## src/rtl/line_pp_pkg.sv

```systemverilog
// Shared types and widths for the ping-pong line-buffer controller.
package line_pp_pkg;

    localparam int unsigned ADDR_W = 11;
    localparam int unsigned PIX_W  = 8;
    localparam int unsigned CNT_W  = 12;

    typedef enum logic [1:0] {
        W_IDLE,
        W_LINE,
        W_FLUSH,
        W_SWAP
    } wr_state_t;

    typedef enum logic {
        R_IDLE,
        R_RUN
    } rd_state_t;

endpackage

```

## src/rtl/line_pp_reader.sv

```systemverilog
// Readback engine: reads a stored line of len pixels and frames it as a stream.
module line_pp_reader
    import line_pp_pkg::*;
#(
    parameter bit MIRROR = 1'b0
) (
    input  logic              clk,
    input  logic              rst_n,
    input  logic              start,
    input  logic [CNT_W-1:0]  len,
    output logic              ram_re,
    output logic [ADDR_W-1:0] ram_raddr,
    input  logic [PIX_W-1:0]  ram_rdata,
    output logic              out_valid,
    output logic [PIX_W-1:0]  out_data,
    output logic              out_first,
    output logic              out_last,
    output logic              overrun
);

    rd_state_t         state, state_nxt;
    logic [CNT_W-1:0]  len_q, len_nxt;
    logic [CNT_W-1:0]  idx, idx_nxt;
    logic              re_nxt;
    logic [ADDR_W-1:0] raddr_nxt;
    logic              first_nxt, last_nxt, overrun_nxt;
    logic              first_rd, last_rd;

    assign first_rd = (idx == '0);
    assign last_rd  = (idx == len_q - CNT_W'(1));

    // Read data is only meaningful alongside out_valid; hold zero otherwise.
    assign out_data = out_valid ? ram_rdata : '0;

    // State, address and framing registers.
    always_ff @(posedge clk or negedge rst_n) begin
        if (!rst_n) begin
            state     <= R_IDLE;
            len_q     <= '0;
            idx       <= '0;
            ram_re    <= 1'b0;
            ram_raddr <= '0;
            out_valid <= 1'b0;
            out_first <= 1'b0;
            out_last  <= 1'b0;
            overrun   <= 1'b0;
        end else begin
            state     <= state_nxt;
            len_q     <= len_nxt;
            idx       <= idx_nxt;
            ram_re    <= re_nxt;
            ram_raddr <= raddr_nxt;
            out_valid <= ram_re;
            out_first <= first_nxt;
            out_last  <= last_nxt;
            overrun   <= overrun_nxt;
        end
    end

    // Next read index/address; a start while running aborts and restarts.
    always_comb begin
        state_nxt   = state;
        len_nxt     = len_q;
        idx_nxt     = idx;
        overrun_nxt = overrun;
        first_nxt   = ram_re & first_rd;
        last_nxt    = ram_re & last_rd & ~start;
        if (start) begin
            if (state == R_RUN) begin
                overrun_nxt = 1'b1;
            end
            state_nxt = R_RUN;
            len_nxt   = len;
            idx_nxt   = '0;
        end else if (state == R_RUN) begin
            if (last_rd) begin
                state_nxt = R_IDLE;
            end else begin
                idx_nxt = idx + CNT_W'(1);
            end
        end
        re_nxt    = (state_nxt == R_RUN);
        raddr_nxt = '0;
        if (re_nxt) begin
            raddr_nxt = MIRROR ? ADDR_W'(len_nxt - CNT_W'(1) - idx_nxt)
                               : ADDR_W'(idx_nxt);
        end
    end

endmodule

```

## src/rtl/line_pp_ctrl.sv

```systemverilog
// Line-buffer controller: writes one line per bank, swaps, reads it back.
module line_pp_ctrl
    import line_pp_pkg::*;
#(
    parameter int unsigned MAX_W  = 2048,
    parameter bit          MIRROR = 1'b0
) (
    input  logic              clk,
    input  logic              rst_n,
    input  logic              pix_de,
    input  logic [PIX_W-1:0]  pix_data,
    output logic              ram_we,
    output logic [ADDR_W-1:0] ram_waddr,
    output logic [PIX_W-1:0]  ram_wdata,
    output logic              ram_line_end,
    output logic              ram_re,
    output logic [ADDR_W-1:0] ram_raddr,
    input  logic [PIX_W-1:0]  ram_rdata,
    output logic              out_valid,
    output logic [PIX_W-1:0]  out_data,
    output logic              out_first,
    output logic              out_last,
    output logic              overrun
);

    localparam logic [CNT_W-1:0] MAX_CNT = CNT_W'(MAX_W);

    wr_state_t        wr_state, wr_state_nxt;
    logic [CNT_W-1:0] cnt, cnt_nxt;
    logic             we_c;

    // Write port follows the input pixel directly; forced quiet while in reset.
    assign ram_we    = we_c & rst_n;
    assign ram_waddr = ram_we ? ADDR_W'(cnt) : '0;
    assign ram_wdata = ram_we ? pix_data : '0;

    // Writer state, pixel counter and registered swap pulse.
    always_ff @(posedge clk or negedge rst_n) begin
        if (!rst_n) begin
            wr_state     <= W_IDLE;
            cnt          <= '0;
            ram_line_end <= 1'b0;
        end else begin
            wr_state     <= wr_state_nxt;
            cnt          <= cnt_nxt;
            ram_line_end <= (wr_state_nxt == W_SWAP);
        end
    end

    // The de-low cycle that closes a line doubles as the one-cycle flush slot,
    // so the line end is announced two cycles after the last pixel.
    always_comb begin
        wr_state_nxt = wr_state;
        cnt_nxt      = cnt;
        we_c         = 1'b0;
        case (wr_state)
            W_IDLE, W_LINE: begin
                if (pix_de) begin
                    wr_state_nxt = W_LINE;
                    if (cnt < MAX_CNT) begin
                        we_c    = 1'b1;
                        cnt_nxt = cnt + CNT_W'(1);
                    end
                end else if (wr_state == W_LINE) begin
                    wr_state_nxt = W_SWAP;
                end
            end
            W_FLUSH: wr_state_nxt = W_SWAP;
            W_SWAP: begin
                wr_state_nxt = W_IDLE;
                cnt_nxt      = '0;
            end
            default: wr_state_nxt = W_IDLE;
        endcase
    end

    // Reader starts on the swap pulse with the length of the completed line.
    line_pp_reader #(
        .MIRROR (MIRROR)
    ) u_reader (
        .clk       (clk),
        .rst_n     (rst_n),
        .start     (ram_line_end),
        .len       (cnt),
        .ram_re    (ram_re),
        .ram_raddr (ram_raddr),
        .ram_rdata (ram_rdata),
        .out_valid (out_valid),
        .out_data  (out_data),
        .out_first (out_first),
        .out_last  (out_last),
        .overrun   (overrun)
    );

endmodule

```

## config.mk

```make
export PLATFORM = sky130hd
export DESIGN_NAME = line_pp_ctrl
export DESIGN_NICKNAME = d
export VERILOG_FILES = /design/src/rtl/line_pp_pkg.sv /design/src/rtl/line_pp_reader.sv /design/src/rtl/line_pp_ctrl.sv
export SDC_FILE = /design/constraint.sdc
export NUM_CORES = 1
export LEC_CHECK = 0
export ABC_AREA = 1
export CORE_MARGIN = 4
export CORE_UTILIZATION = 56
export CTS_CLUSTER_DIAMETER = 30
export DETAILED_ROUTE_END_ITERATION = 6
export GPL_ROUTABILITY_DRIVEN = 0
export HOLD_SLACK_MARGIN = 0.02
export MAX_ROUTING_LAYER = met4
export PLACE_DENSITY = 0.93
export SLEW_MARGIN = 5
export SYNTH_ARGS = -nofsm -noshare
export SYNTH_HDL_FRONTEND = slang
export SYNTH_HIERARCHICAL = 1
export SYNTH_SLANG_ARGS = --single-unit
```

## constraint.sdc

```tcl
create_clock -name clk -period 4.73 [get_ports clk]
set_input_delay 0.946 -clock clk [delete_from_list [all_inputs] [get_ports clk]]
set_output_delay 0.946 -clock clk [all_outputs]
set_load 0.005 [all_outputs]
```

==> metrics <==
CP Capture Type primary output; layout cells sized above 1 between 10% and 20%; Core Util, Final 72.8%; clk_skew 12.0 ps; H-Tree Depth 2; final wirelength 7940 microns; synthesis warning total 6; Max stage delay on crit path 540 ps; FP Rows 27; CTS Sinks 55; Initial Utilization 59.2%; Max FO, Critical Path 20; Cell Pwr Density 428 nW/um^2; Unique masters post-synth 34; die area 7270 sq um; area grow syn2layout 22.9%; Max-Cap Viols 0; Core Box Area 5640 sq um; required time of the critical path between 3000 and 4000 ps; Slew Limit Fails 0; GRT Total Usage 23.4%; Hold Crit Depth 2; worst hold slack 484 ps; Worst Hold Class reg2reg; Seq cells post-synth 55; initial antenna violation count 0; DR iter-0 viols 311; crit-path cells clkdlybuf4s50_1, nand3_2, inv_1, nand2_1, nor2_1, clkdlybuf4s50_1; final worst setup slack about 840 ps; worst vdd ir 288 uV; CP most frequent cell clkdlybuf4s50_1; final setup vio count 0; post-synthesis compound-gate area fraction 6.59%; Via density 5.36; Post-CTS Resized 0; crit path kind in2out; final instance area 4110 sq um; R2R cell count 15; post-DR wirelength/cell 13.4 microns; setup repair bufs after CTS 0; Async SR Flop Fraction 100%; fmax 257 MHz; # diodes 0; CTS max path bufs 2; setup TNS 0 ps; Synth Area in XOR/XNOR 1.84%; first-pass GRT wire length 13600 microns; DRT antenna net count 0; CTS tree yes; die width 85.2 microns; GRT overflow 0; post-synthesis sequential area ratio between 40% and 50%; Syn Std Cell Area 3340 sq um; CTS Buf Count 5; RSZ-0062 raised after global routing false; Setup WS pre-CTS 855 ps; commonest non-fill, non-tap cell in the layout nand2_1; Clock Latency Late Sink 310 ps; Vias ~3200; Arr. time, crit path 2940 ps; drt pass-1 iters 5; Final Hold Fails 0; mean post-synth cell area 7.31 sq um; DIE HEIGHT 85.2 microns; adder-cell share of the synthesized area 1.50%; minimum clock period approximately 3900 ps; Clock transition at path regs around 100 ps; IO buf count 63; hpwl dp 6060 microns; Post-synth top flop dfrtp_1; CTS Hold Bufs 0; vias in the first global route between 3000 and 4000; mux contribution to synthesized area 0%; status finished clean; DRC violations left 0; pin count of the biggest net entering global routing 56; Post-DP Area approximately 4000 sq um; crit path launch type primary input; simple-gate share of the synthesized area between 30% and 40%; Slowest-stage cell, CP clkdlybuf4s50_1; nets@finish 542; commonest non-fill, non-tap cells in the layout 122 x nand2_1, 74 x inv_1, 62 x clkdlybuf4s50_1; Post-Synthesis Cells 457; main combinational cell family by area after synthesis simple AND/OR/NAND/NOR gates; EDFF count, synth 0; Pleak approximately 0.0021 uW; fillcell total 415; worst slew pin tran 926 ps; fin crit share 82.2%; Root Buffer clkbuf_8; Slew headroom between 30% and 40%; I/O pin total 64; Post-Syn Nets 480
-- stage by stage --
step | power, uW | instances
final | 1760 | 592
after detailed placement | 1430 | 584
after global placement | 1400 | 584
after floorplan | 1210 | 457
after CTS | 1750 | 592
after global routing | 1900 | 592
-- worst max-delay path, delay by kind of cell --
family	cells	cell delay (ps)
simple gates	3	780
buf+inv	3	1220
-- cell usage after synthesis, types with 2 or more instances --
master	instances	area (sq um)
xor2_1	4	35.0
nand3_2	8	80.1
o21ai_2	3	26.3
nand3_1	25	125
nand2_1	122	458
nand2_4	2	22.5
ha_1	4	50.1
inv_2	6	22.5
nand4_1	13	81.3
inv_1	74	278
nor3_2	3	30.0
dfrtp_1	55	1380
nand2_2	7	43.8
o21bai_1	2	15.0
nor2_4	2	22.5
a21oi_2	3	26.3
a21oi_1	10	50.1
o21ai_0	14	70.1
xnor2_1	3	26.3
buf_6	3	33.8
clkbuf_1	3	11.3
o21ai_1	5	25.0
nor2_2	9	56.3
nor3_1	9	45.0
nor4_1	2	12.5
nor2_1	58	218
-- layer usage --
layer / global-route usage (%) / vias to the layer above / wire, microns
met3: 4.95 / 18 / 744
met5: - / - / 0
met4: 6.91 / 0 / 151
met2: 39.8 / 171 / 3900
li1: - / 1538 / -
met1: 27.9 / 1445 / 3150
-- registers in the layout (all words and copies together), names as in the netlist --
register and flops:
u_reader/out_last 1, u_reader/out_first 1, u_reader/state 1, cnt 12
wr_state 2, u_reader/ram_raddr 11, ram_line_end 1, u_reader/overrun 1
u_reader/out_valid 1, u_reader/idx 12, u_reader/len_q 12
-- final timing paths --
kind	startpoint	to	slack (ps)
min in group asynchronous	rst_n	cnt[8]	750
setup reg to reg	u_reader/len_q[0]	u_reader/idx[6]	2270
hold reg to reg	cnt[11]	u_reader/len_q[11]	480
setup / recovery	pix_de	ram_waddr[10]	840
max in group asynchronous	rst_n	u_reader/ram_raddr[9]	3520
hold / removal	cnt[11]	u_reader/len_q[11]	480
-- report_power, final --
group	total (uW)	internal, uW	switching (uW)	leakage, uW
combinational	808	299	509	0.00131
sequential	633	539	94.2	0.000730
clock	316	160	157	0.0000548
-- kinds of logic after synthesis --
group | count (synthesis)
and+or+nand+nor | 263
buffers and inverters | 90
xor gates and xnor gates | 7
DFF | 55
AOI/OAI and AO/OA | 38
adders and majority gates | 4
-- area by class of cell --
cell class | count | area [sq um] | area share [%]
clock inverter | 3 | 46.3 | 1.13
tap | 72 | 90.1 | 2.19
sequential | 55 | 1380 | 33.5
inverter | 81 | 307 | 7.47
multi-input combinational | 312 | 1580 | 38.6
clock buffer | 5 | 68.8 | 1.68
timing repair buffer | 64 | 633 | 15.4
No activity file was read; power rests on OpenSTA's default activity.
